**src/rtl/subtr_seq_pkg.sv**
```systemverilog
// Shared definitions for the sequential subtractor: FSM encodings and flag bit order.
package subtr_seq_pkg;

    typedef enum logic [1:0] {
        ST_IDLE = 2'd0,
        ST_RUN  = 2'd1,
        ST_DONE = 2'd2
    } state_t;

    // Flag vector order is {ovf, neg, zero, bout}
    localparam int FLAG_BOUT = 0;
    localparam int FLAG_ZERO = 1;
    localparam int FLAG_NEG  = 2;
    localparam int FLAG_OVF  = 3;
    localparam int FLAG_W    = 4;

    function automatic int step_width(input int steps);
        return (steps > 1) ? $clog2(steps) : 1;
    endfunction

endpackage

```
**src/rtl/subtr_digit.sv**
```systemverilog
// Combinational DIGIT-bit subtract slice: {bout, diff} = a - b - bin.
module subtr_digit #(
    parameter int DIGIT = 4
) (
    input  logic [DIGIT-1:0] a,
    input  logic [DIGIT-1:0] b,
    input  logic             bin,
    output logic [DIGIT-1:0] diff,
    output logic             bout
);

    assign {bout, diff} = {1'b0, a} - {1'b0, b} - {{DIGIT{1'b0}}, bin};

endmodule

```
**src/rtl/subtr_seq.sv**
```systemverilog
// Multi-cycle subtractor: diff = a - b - bin, DIGIT bits per clock with a registered borrow.
// Operands shift right each step; the partial result is assembled in r_acc and published on the last step.
module subtr_seq
    import subtr_seq_pkg::*;
#(
    parameter int WIDTH = 16,
    parameter int DIGIT = 4
) (
    input  logic             clk,
    input  logic             rst_n,
    input  logic             in_valid,
    output logic             in_ready,
    input  logic [WIDTH-1:0] a,
    input  logic [WIDTH-1:0] b,
    input  logic             bin,
    output logic             out_valid,
    input  logic             out_ready,
    output logic [WIDTH-1:0] diff,
    output logic             bout,
    output logic             zero,
    output logic             neg,
    output logic             ovf
);

    localparam int STEPS  = WIDTH / DIGIT;
    localparam int STEP_W = step_width(STEPS);

    generate
        if (WIDTH % DIGIT != 0) begin : g_bad_digit
            $error("subtr_seq: WIDTH must be a multiple of DIGIT");
        end
    endgenerate

    state_t             r_state;
    state_t             w_state_nxt;
    logic [STEP_W-1:0]  r_step;
    logic               r_borrow;
    logic [WIDTH-1:0]   r_a;
    logic [WIDTH-1:0]   r_b;
    logic               r_a_msb;
    logic               r_b_msb;
    logic [WIDTH-1:0]   r_acc;
    logic [WIDTH-1:0]   r_diff;
    logic [FLAG_W-1:0]  r_flags;

    logic [DIGIT-1:0]   w_d;
    logic               w_br;
    logic [WIDTH-1:0]   w_res;
    logic               w_accept;
    logic               w_last;

    subtr_digit #(.DIGIT(DIGIT)) u_digit (
        .a    (r_a[DIGIT-1:0]),
        .b    (r_b[DIGIT-1:0]),
        .bin  (r_borrow),
        .diff (w_d),
        .bout (w_br)
    );

    assign w_accept = in_valid && (r_state == ST_IDLE);
    assign w_last   = (r_step == STEP_W'(STEPS - 1));
    // New digit enters at the top; after STEPS shifts digit 0 sits at the bottom.
    assign w_res    = (r_acc >> DIGIT) | (WIDTH'(w_d) << (WIDTH - DIGIT));

    always_ff @(posedge clk or negedge rst_n) begin
        if (!rst_n) begin
            r_state <= ST_IDLE;
        end else begin
            r_state <= w_state_nxt;
        end
    end

    always_comb begin
        w_state_nxt = r_state;
        case (r_state)
            ST_IDLE: if (w_accept)  w_state_nxt = ST_RUN;
            ST_RUN:  if (w_last)    w_state_nxt = ST_DONE;
            ST_DONE: if (out_ready) w_state_nxt = ST_IDLE;
            default:                w_state_nxt = ST_IDLE;
        endcase
    end

    always_ff @(posedge clk or negedge rst_n) begin
        if (!rst_n) begin
            r_step   <= '0;
            r_borrow <= 1'b0;
            r_a      <= '0;
            r_b      <= '0;
            r_a_msb  <= 1'b0;
            r_b_msb  <= 1'b0;
            r_acc    <= '0;
            r_diff   <= '0;
            r_flags  <= '0;
        end else if (w_accept) begin
            r_a      <= a;
            r_b      <= b;
            r_a_msb  <= a[WIDTH-1];
            r_b_msb  <= b[WIDTH-1];
            r_borrow <= bin;
            r_step   <= '0;
        end else if (r_state == ST_RUN) begin
            r_a      <= r_a >> DIGIT;
            r_b      <= r_b >> DIGIT;
            r_acc    <= w_res;
            r_borrow <= w_br;
            r_step   <= r_step + STEP_W'(1);
            if (w_last) begin
                r_diff             <= w_res;
                r_flags[FLAG_BOUT] <= w_br;
                r_flags[FLAG_ZERO] <= (w_res == '0);
                r_flags[FLAG_NEG]  <= w_res[WIDTH-1];
                r_flags[FLAG_OVF]  <= (r_a_msb != r_b_msb) && (w_res[WIDTH-1] != r_a_msb);
            end
        end
    end

    assign in_ready  = (r_state == ST_IDLE);
    assign out_valid = (r_state == ST_DONE);
    assign diff      = r_diff;
    assign bout      = r_flags[FLAG_BOUT];
    assign zero      = r_flags[FLAG_ZERO];
    assign neg       = r_flags[FLAG_NEG];
    assign ovf       = r_flags[FLAG_OVF];

endmodule
```
**config.mk**
```make
export PLATFORM = sky130hd
export DESIGN_NAME = subtr_seq
export DESIGN_NICKNAME = d
export VERILOG_FILES = /design/src/rtl/subtr_seq_pkg.sv /design/src/rtl/subtr_digit.sv /design/src/rtl/subtr_seq.sv
export SDC_FILE = /design/constraint.sdc
export NUM_CORES = 1
export LEC_CHECK = 0
export CORE_MARGIN = 2
export CORE_UTILIZATION = 52
export CTS_CLUSTER_SIZE = 25
export DETAILED_ROUTE_END_ITERATION = 10
export PLACE_DENSITY = 0.83
export SKIP_CTS_REPAIR_TIMING = 1
export SYNTH_ARGS = -nofsm -noshare
export SYNTH_HDL_FRONTEND = slang
export SYNTH_HIERARCHICAL = 1
export SYNTH_SLANG_ARGS = --single-unit
```
**constraint.sdc**
```tcl
create_clock -name clk -period 3 [get_ports clk]
set_input_delay 0.45 -clock clk [delete_from_list [all_inputs] [get_ports clk]]
set_output_delay 0.45 -clock clk [all_outputs]
set_load 0.02 [all_outputs]
```
# ---- Word-level counts from Yosys, hierarchy flattened
# Index checks and enable logic that the tools add are counted.
dict set report totals {
  word_cells 43
  output_inout_bits 22
  input_bits 37
  register_bits 75
}
dict set report op_classes {
  eq_ne 8
  add_sub_neg 3
  mux 12
  reduce_logical 8
  bitwise 2
}
# op n
set ops {}
lappend ops {{$mux W16} 4}
lappend ops {{$logic_not A16 Y1} 1}
lappend ops {{$or A12 B16 Y16} 1}
lappend ops {{$mux W2} 5}
lappend ops {{$pmux W2 S3} 1}
lappend ops {{$reduce_and A3 Y1} 2}
lappend ops {{$sub A4 B4 Y5} 1}
lappend ops {{$sub A5 B1 Y5} 1}
lappend ops {{$eq A2 B2 Y1 const B} 2}
lappend ops {{$ne A2 B1 Y1 const B} 2}
lappend ops {{$add A2 B1 Y2 const B} 1}
lappend ops {{$eq A2 B1 Y1 const B} 1}
lappend ops {{$logic_and A1 B1 Y1} 2}
lappend ops {{$logic_not A2 Y1} 1}
lappend ops {{$mux W1} 2}
lappend ops {{$ne A1 B1 Y1} 2}
lappend ops {{$ne A2 B2 Y1 const B} 1}
lappend ops {{$reduce_and A2 Y1} 1}
lappend ops {{$reduce_bool A2 Y1} 1}
lappend ops {{$not A1 Y1} 1}

# ---- Longest topological paths before layout
dict set report depth {
  depth_word 5
  mapped_depth 10
  ltp_nobuf 10
}

# ---- Hierarchy
# Netlist, hierarchy kept.
# mod instances seq_area_each_um2 area_per_inst_um2 cells_per_inst
set modules_own_cells {}
lappend modules_own_cells {subtr_seq 1 1751.7 2885.3 264}
lappend modules_own_cells {subtr_digit 1 0.0 207.7 24}

# ---- Worst setup path before layout
# No wires, ideal clock.
dict set report synth_timing {
  path_type {register to register}
  from {register r_a[0]}
  to {register r_flags[1]}
  t_required_ps 2917
  stages_incl_launch_ff 10
  n_path_buf 0
  path_slack_ps 878
  t_arrival_ps 2040
  period_less_slack_ps 2122
  setup_ps 83
  path_cell_list {dfrtp_1 fa_1 inv_1 ha_1 o21ai_0 nand3b_1 xor2_1 nor4_1 nand4_1 o21ai_0}
}
dict set report synth_between {
  elab_chain_len 4
}
# item line_no
set synth_rtl {}
lappend synth_rtl {{start, declared} subtr_seq.sv:38} ;# logic [WIDTH-1:0] r_a;
lappend synth_rtl {{start signal, assigned} subtr_seq.sv:102} ;# r_a <= r_a >> DIGIT;
lappend synth_rtl {{$sub A4 B4 Y5} subtr_digit.sv:12} ;# assign {bout, diff} = {1'b0, a} - {1'b0, b} - {{DIGIT{1'b0}}, bin};
lappend synth_rtl {{$sub A5 B1 Y5} subtr_digit.sv:12}
lappend synth_rtl {{named net w_d[3]} subtr_seq.sv:46} ;# logic [DIGIT-1:0] w_d;
lappend synth_rtl {{$or A12 B16 Y16} subtr_seq.sv:63} ;# assign w_res = (r_acc >> DIGIT) | (WIDTH'(w_d) << (WIDTH - DIGIT));
lappend synth_rtl {{$logic_not A16 Y1} subtr_seq.sv:110} ;# r_flags[FLAG_ZERO] <= (w_res == '0);
lappend synth_rtl {{end signal, assigned by index} subtr_seq.sv:110}
lappend synth_rtl {{end signal, assigned by index} subtr_seq.sv:111} ;# r_flags[FLAG_NEG] <= w_res[WIDTH-1];
lappend synth_rtl {{end signal, assigned by index} subtr_seq.sv:112} ;# r_flags[FLAG_OVF] <= (r_a_msb != r_b_msb) && (w_res[WIDTH-1] != r_a_msb);
lappend synth_rtl {{end, declared} subtr_seq.sv:44} ;# logic [FLAG_W-1:0] r_flags;
# The timed path passes the listed nets, and every way through them passes these cells.
# A chain may end at the register's enable or synchronous reset.

# ---- Final worst setup path
# Ends and elaborated chain as after synthesis.

==> metrics.md <==
| Metric | Value |
|---|---|
| Finished Core Util | `0.670` |
| Sink Count | `70` |
| Worst Path Arrival | `2.63 ns` |
| Residual DRC | `0` |
| Core Area | `5850 um2` |
| Hold Violations, Final | `0` |
| Die H | `81.1 um` |
| Cts bufs inserted | `9` |
| Crit path to | `r_flags[1]$_DFFE_PN0P_` |
| Crit-path max cell delay | `0.56 ns` |
| PortBufs | `58` |
| Detail Route Antenna Nets | `0` |
| Cells after synthesis | `288` |
| Sequential area share after synthesis | `0.566` |
| Power Dens Cells | `1160 nW/um2` |
| Buf/Inv on CP | `1` |
| Vias in the first global route | `2313` |
| Clock power share | `0.191` |
| Max Cap Viol | `0` |
| Worst endpoint required time | `3.25 ns` |
| Critical path endpoint category | `flip-flop` |
| DIE AREA | `6580 um2` |
| Post-Syn Area | `3090 um2` |
| Most used cell, CP | `o21ai_0` |
| Crit Path Max Fanout | `5` |
| Synth cell types | `28` |
| Global-route wire length before repair | `10.9 mm` |
| Int Pwr | `0.00278 W` |
| Most frequent cells in the layout | `103 x nand2_1, 70 x dfrtp_1, 57 x clkdlybuf4s50_1, 25 x a22oi_1, 19 x mux2_2` |
| R2R Setup Slk | `0.63 ns` |
| Setup crit start kind | `flip-flop` |
| Worst setup path startpoint | `r_a[0]$_DFFE_PN0P_` |
| Count of pins over their slew limit | `0` |
| Relative max-transition margin | `0.433` |
| Commonest non-fill, non-tap cell in the layout | `nand2_1` |
| Area delta synth->final | `26.8%` |
| H-Tree Depth | `3` |
| P_leak | `1.88 nW` |
| Reg2reg start | `r_a[0]$_DFFE_PN0P_` |
| Final worst-path cycle share | `0.791` |
| Logic pwr share | `0.442` |
| Net switching power | `0.00176 W` |
| Fmax achieved | `422 MHz` |
| CP top delay family | `adder cells` |
| Iter 0 DRT Violations | `143` |
| Max Clock Skew | `0.0111 ns` |
| Starting density of the core | `0.529` |
| Sw Ratio | `0.388` |
| PnR Total Power | `0.00454 W` |
| Pin count of the biggest net entering global routing | `44` |
| Worst flop-to-flop path endpoint | `r_flags[1]$_DFFE_PN0P_` |
| DR vias | `2297` |
| Hold slack final | `0.212 ns` |
| Clk Latency, worst-skew pair | `0.34 ns` |
| FF-to-FF path depth | `9` |
| Via density | `5.39` |
| DR WL/cell | `15.0 um` |
| Cell Rows | `28` |
| Setup_tns | `0 ns` |
| Worst-Margin Slew | `0.851 ns` |
| Final WL | `6.41 mm` |
| Initial DRT Pass Iterations | `4` |
| Io pins | `59` |
| CTS tree | `done` |
| Number of nets in the layout | `392` |
| Clk buf depth | `2` |
| Status | `complete, no violations` |
| Max VDD drop | `0.481 mV` |
| Slowest CP cell | `fa_1` |
| Ratio of cells with drive above 1 in the final layout | `0.131` |
| Overall Global Routing Usage | `0.224` |
| Antenna diode count | `0` |
| Syn Area/Cell | `10.7 um2` |
| Worst path cell trace | `fa_1, inv_1, ha_1, o21ai_0, nand3b_1, xor2_1, nor4_1, nand4_1, o21ai_0` |
| Antenna violations before repair | `0` |
| Crit path kind | `reg2reg` |
| Sequential power share | `0.368` |
| Setup violators final | `0` |
| Post-DP HPWL | `4.55 mm` |
| Root Driver | `clkbuf_8` |
| Routability cong. | `0.783` |
| Synthesis warning total | `6` |
| Die Width | `81.1 um` |
| Seq cells post-synth | `70` |
| Final min period | `2.37 ns` |
| Syn nets | `334` |
| Total grt overflow | `0` |
| Worst Hold Class | `in2async` |
| CP Depth | `9` |
| Clock transition at the registers of the reported paths | `0.07 ns` |
| RSZ-0062 raised after global routing | `false` |
[Yosys cell counts, drive strengths merged]
library cell	instances	area, um2
nand2	103	387
dfrtp	70	1750
a22oi	25	188
mux2	19	214
buf	15	123
o21ai	12	60.1
inv	9	33.8
ha	7	87.6
nor4	4	25.0
xor2	4	35.0
nand2b	3	18.8
a21oi	2	13.8
a22o	2	17.5
fa	2	40.0
nand3b	2	27.5
nor2b	2	12.5
nor3b	2	26.3
o21bai	2	18.8
clkbuf	1	3.75
nand4	1	6.26
nor2	1	3.75
[flip-flops by register name, summed over array words and instances, names as in the netlist]
name,count
diff,15
r_a,16
r_a_msb,1
r_acc,12
r_b,16
r_b_msb,1
r_borrow,1
r_flags,4
r_state,2
r_step,2
[power by group through the flow]
stage | registers, W | logic, W | clock network [W]
final | 0.00167 | 0.00200 | 0.000866
after global routing | 0.00172 | 0.00226 | 0.000924
after CTS | 0.00167 | 0.00202 | 0.000878
after detailed placement | 0.00169 | 0.00202 | 0
after global placement | 0.00166 | 0.00194 | 0
after floorplan | 0.00173 | 0.00135 | 0
[cells by family (layout without fill, tap and decap cells)]
logic type | Yosys count | count (layout) | share of synthesized area
buffers and inverters | 25 | 88 | 0.0518
xor gates and xnor gates | 4 | 4 | 0.0113
and+or+nand+nor | 118 | 118 | 0.164
muxes | 19 | 19 | 0.0692
AOI/OAI and AO/OA | 43 | 43 | 0.0963
DFF | 70 | 70 | 0.566
adders and majority gates | 9 | 9 | 0.0413
[worst register-to-register path, stage by stage (launching register included)]
cell	delay, ns
dfrtp_1	0.40
fa_1	0.56
inv_1	0.05
ha_1	0.16
o21ai_0	0.15
nand3b_1	0.10
xor2_1	0.20
nor4_1	0.34
nand4_1	0.14
o21ai_0	0.18
[metal layers]
layer	up-vias	track usage	wire length [um]
li1	1076	-	-
met1	1122	0.281	2770
met2	81	0.355	3140
met3	18	0.0589	318
met4	0	0.120	175
met5	-	0	0
[final cells by class]
| type | count | area [um2] |
|---|---|---|
| Inverter | 9 | 33.8 |
| Tap cell | 75 | 93.8 |
| Multi-Input combinational cell | 193 | 1180 |
| Clock buffer | 11 | 151 |
| Clock inverter | 5 | 81.3 |
| Sequential cell | 70 | 1750 |
| Timing Repair Buffer | 63 | 626 |
| Fill cell | 445 | 1930 |
[metrics by stage]
| step | instance area, um2 | std cells | setup slack, ns |
|---|---|---|---|
| floorplan | 3090 | 288 | 0.878 |
| global placement | 3690 | 410 | 0.809 |
| detailed placement | 3690 | 410 | 0.628 |
| CTS | 3920 | 426 | 0.621 |
| global route | 3920 | 426 | 0.481 |
| finish | 3920 | 426 | 0.628 |
[how the worst min path moves through the flow]
stage / start / end / slack [ns] / depth (start not counted)
6_report: rst_n / diff[1]$_DFFE_PN0P_ / 0.21 / 1
5_1_grt: rst_n / diff[5]$_DFFE_PN0P_ / 0.26 / 1
3_3_place_gp: r_b[0]$_DFFE_PN0P_ / r_b[0]$_DFFE_PN0P_ / 0.46 / 2
4_1_cts: rst_n / diff[1]$_DFFE_PN0P_ / 0.23 / 1
3_5_place_dp: r_b[7]$_DFFE_PN0P_ / r_b[7]$_DFFE_PN0P_ / 0.46 / 2
2_1_floorplan: rst_n / diff[0]$_DFFE_PN0P_ / 0.15 / 0
No activity file was read; power rests on OpenSTA's default activity.
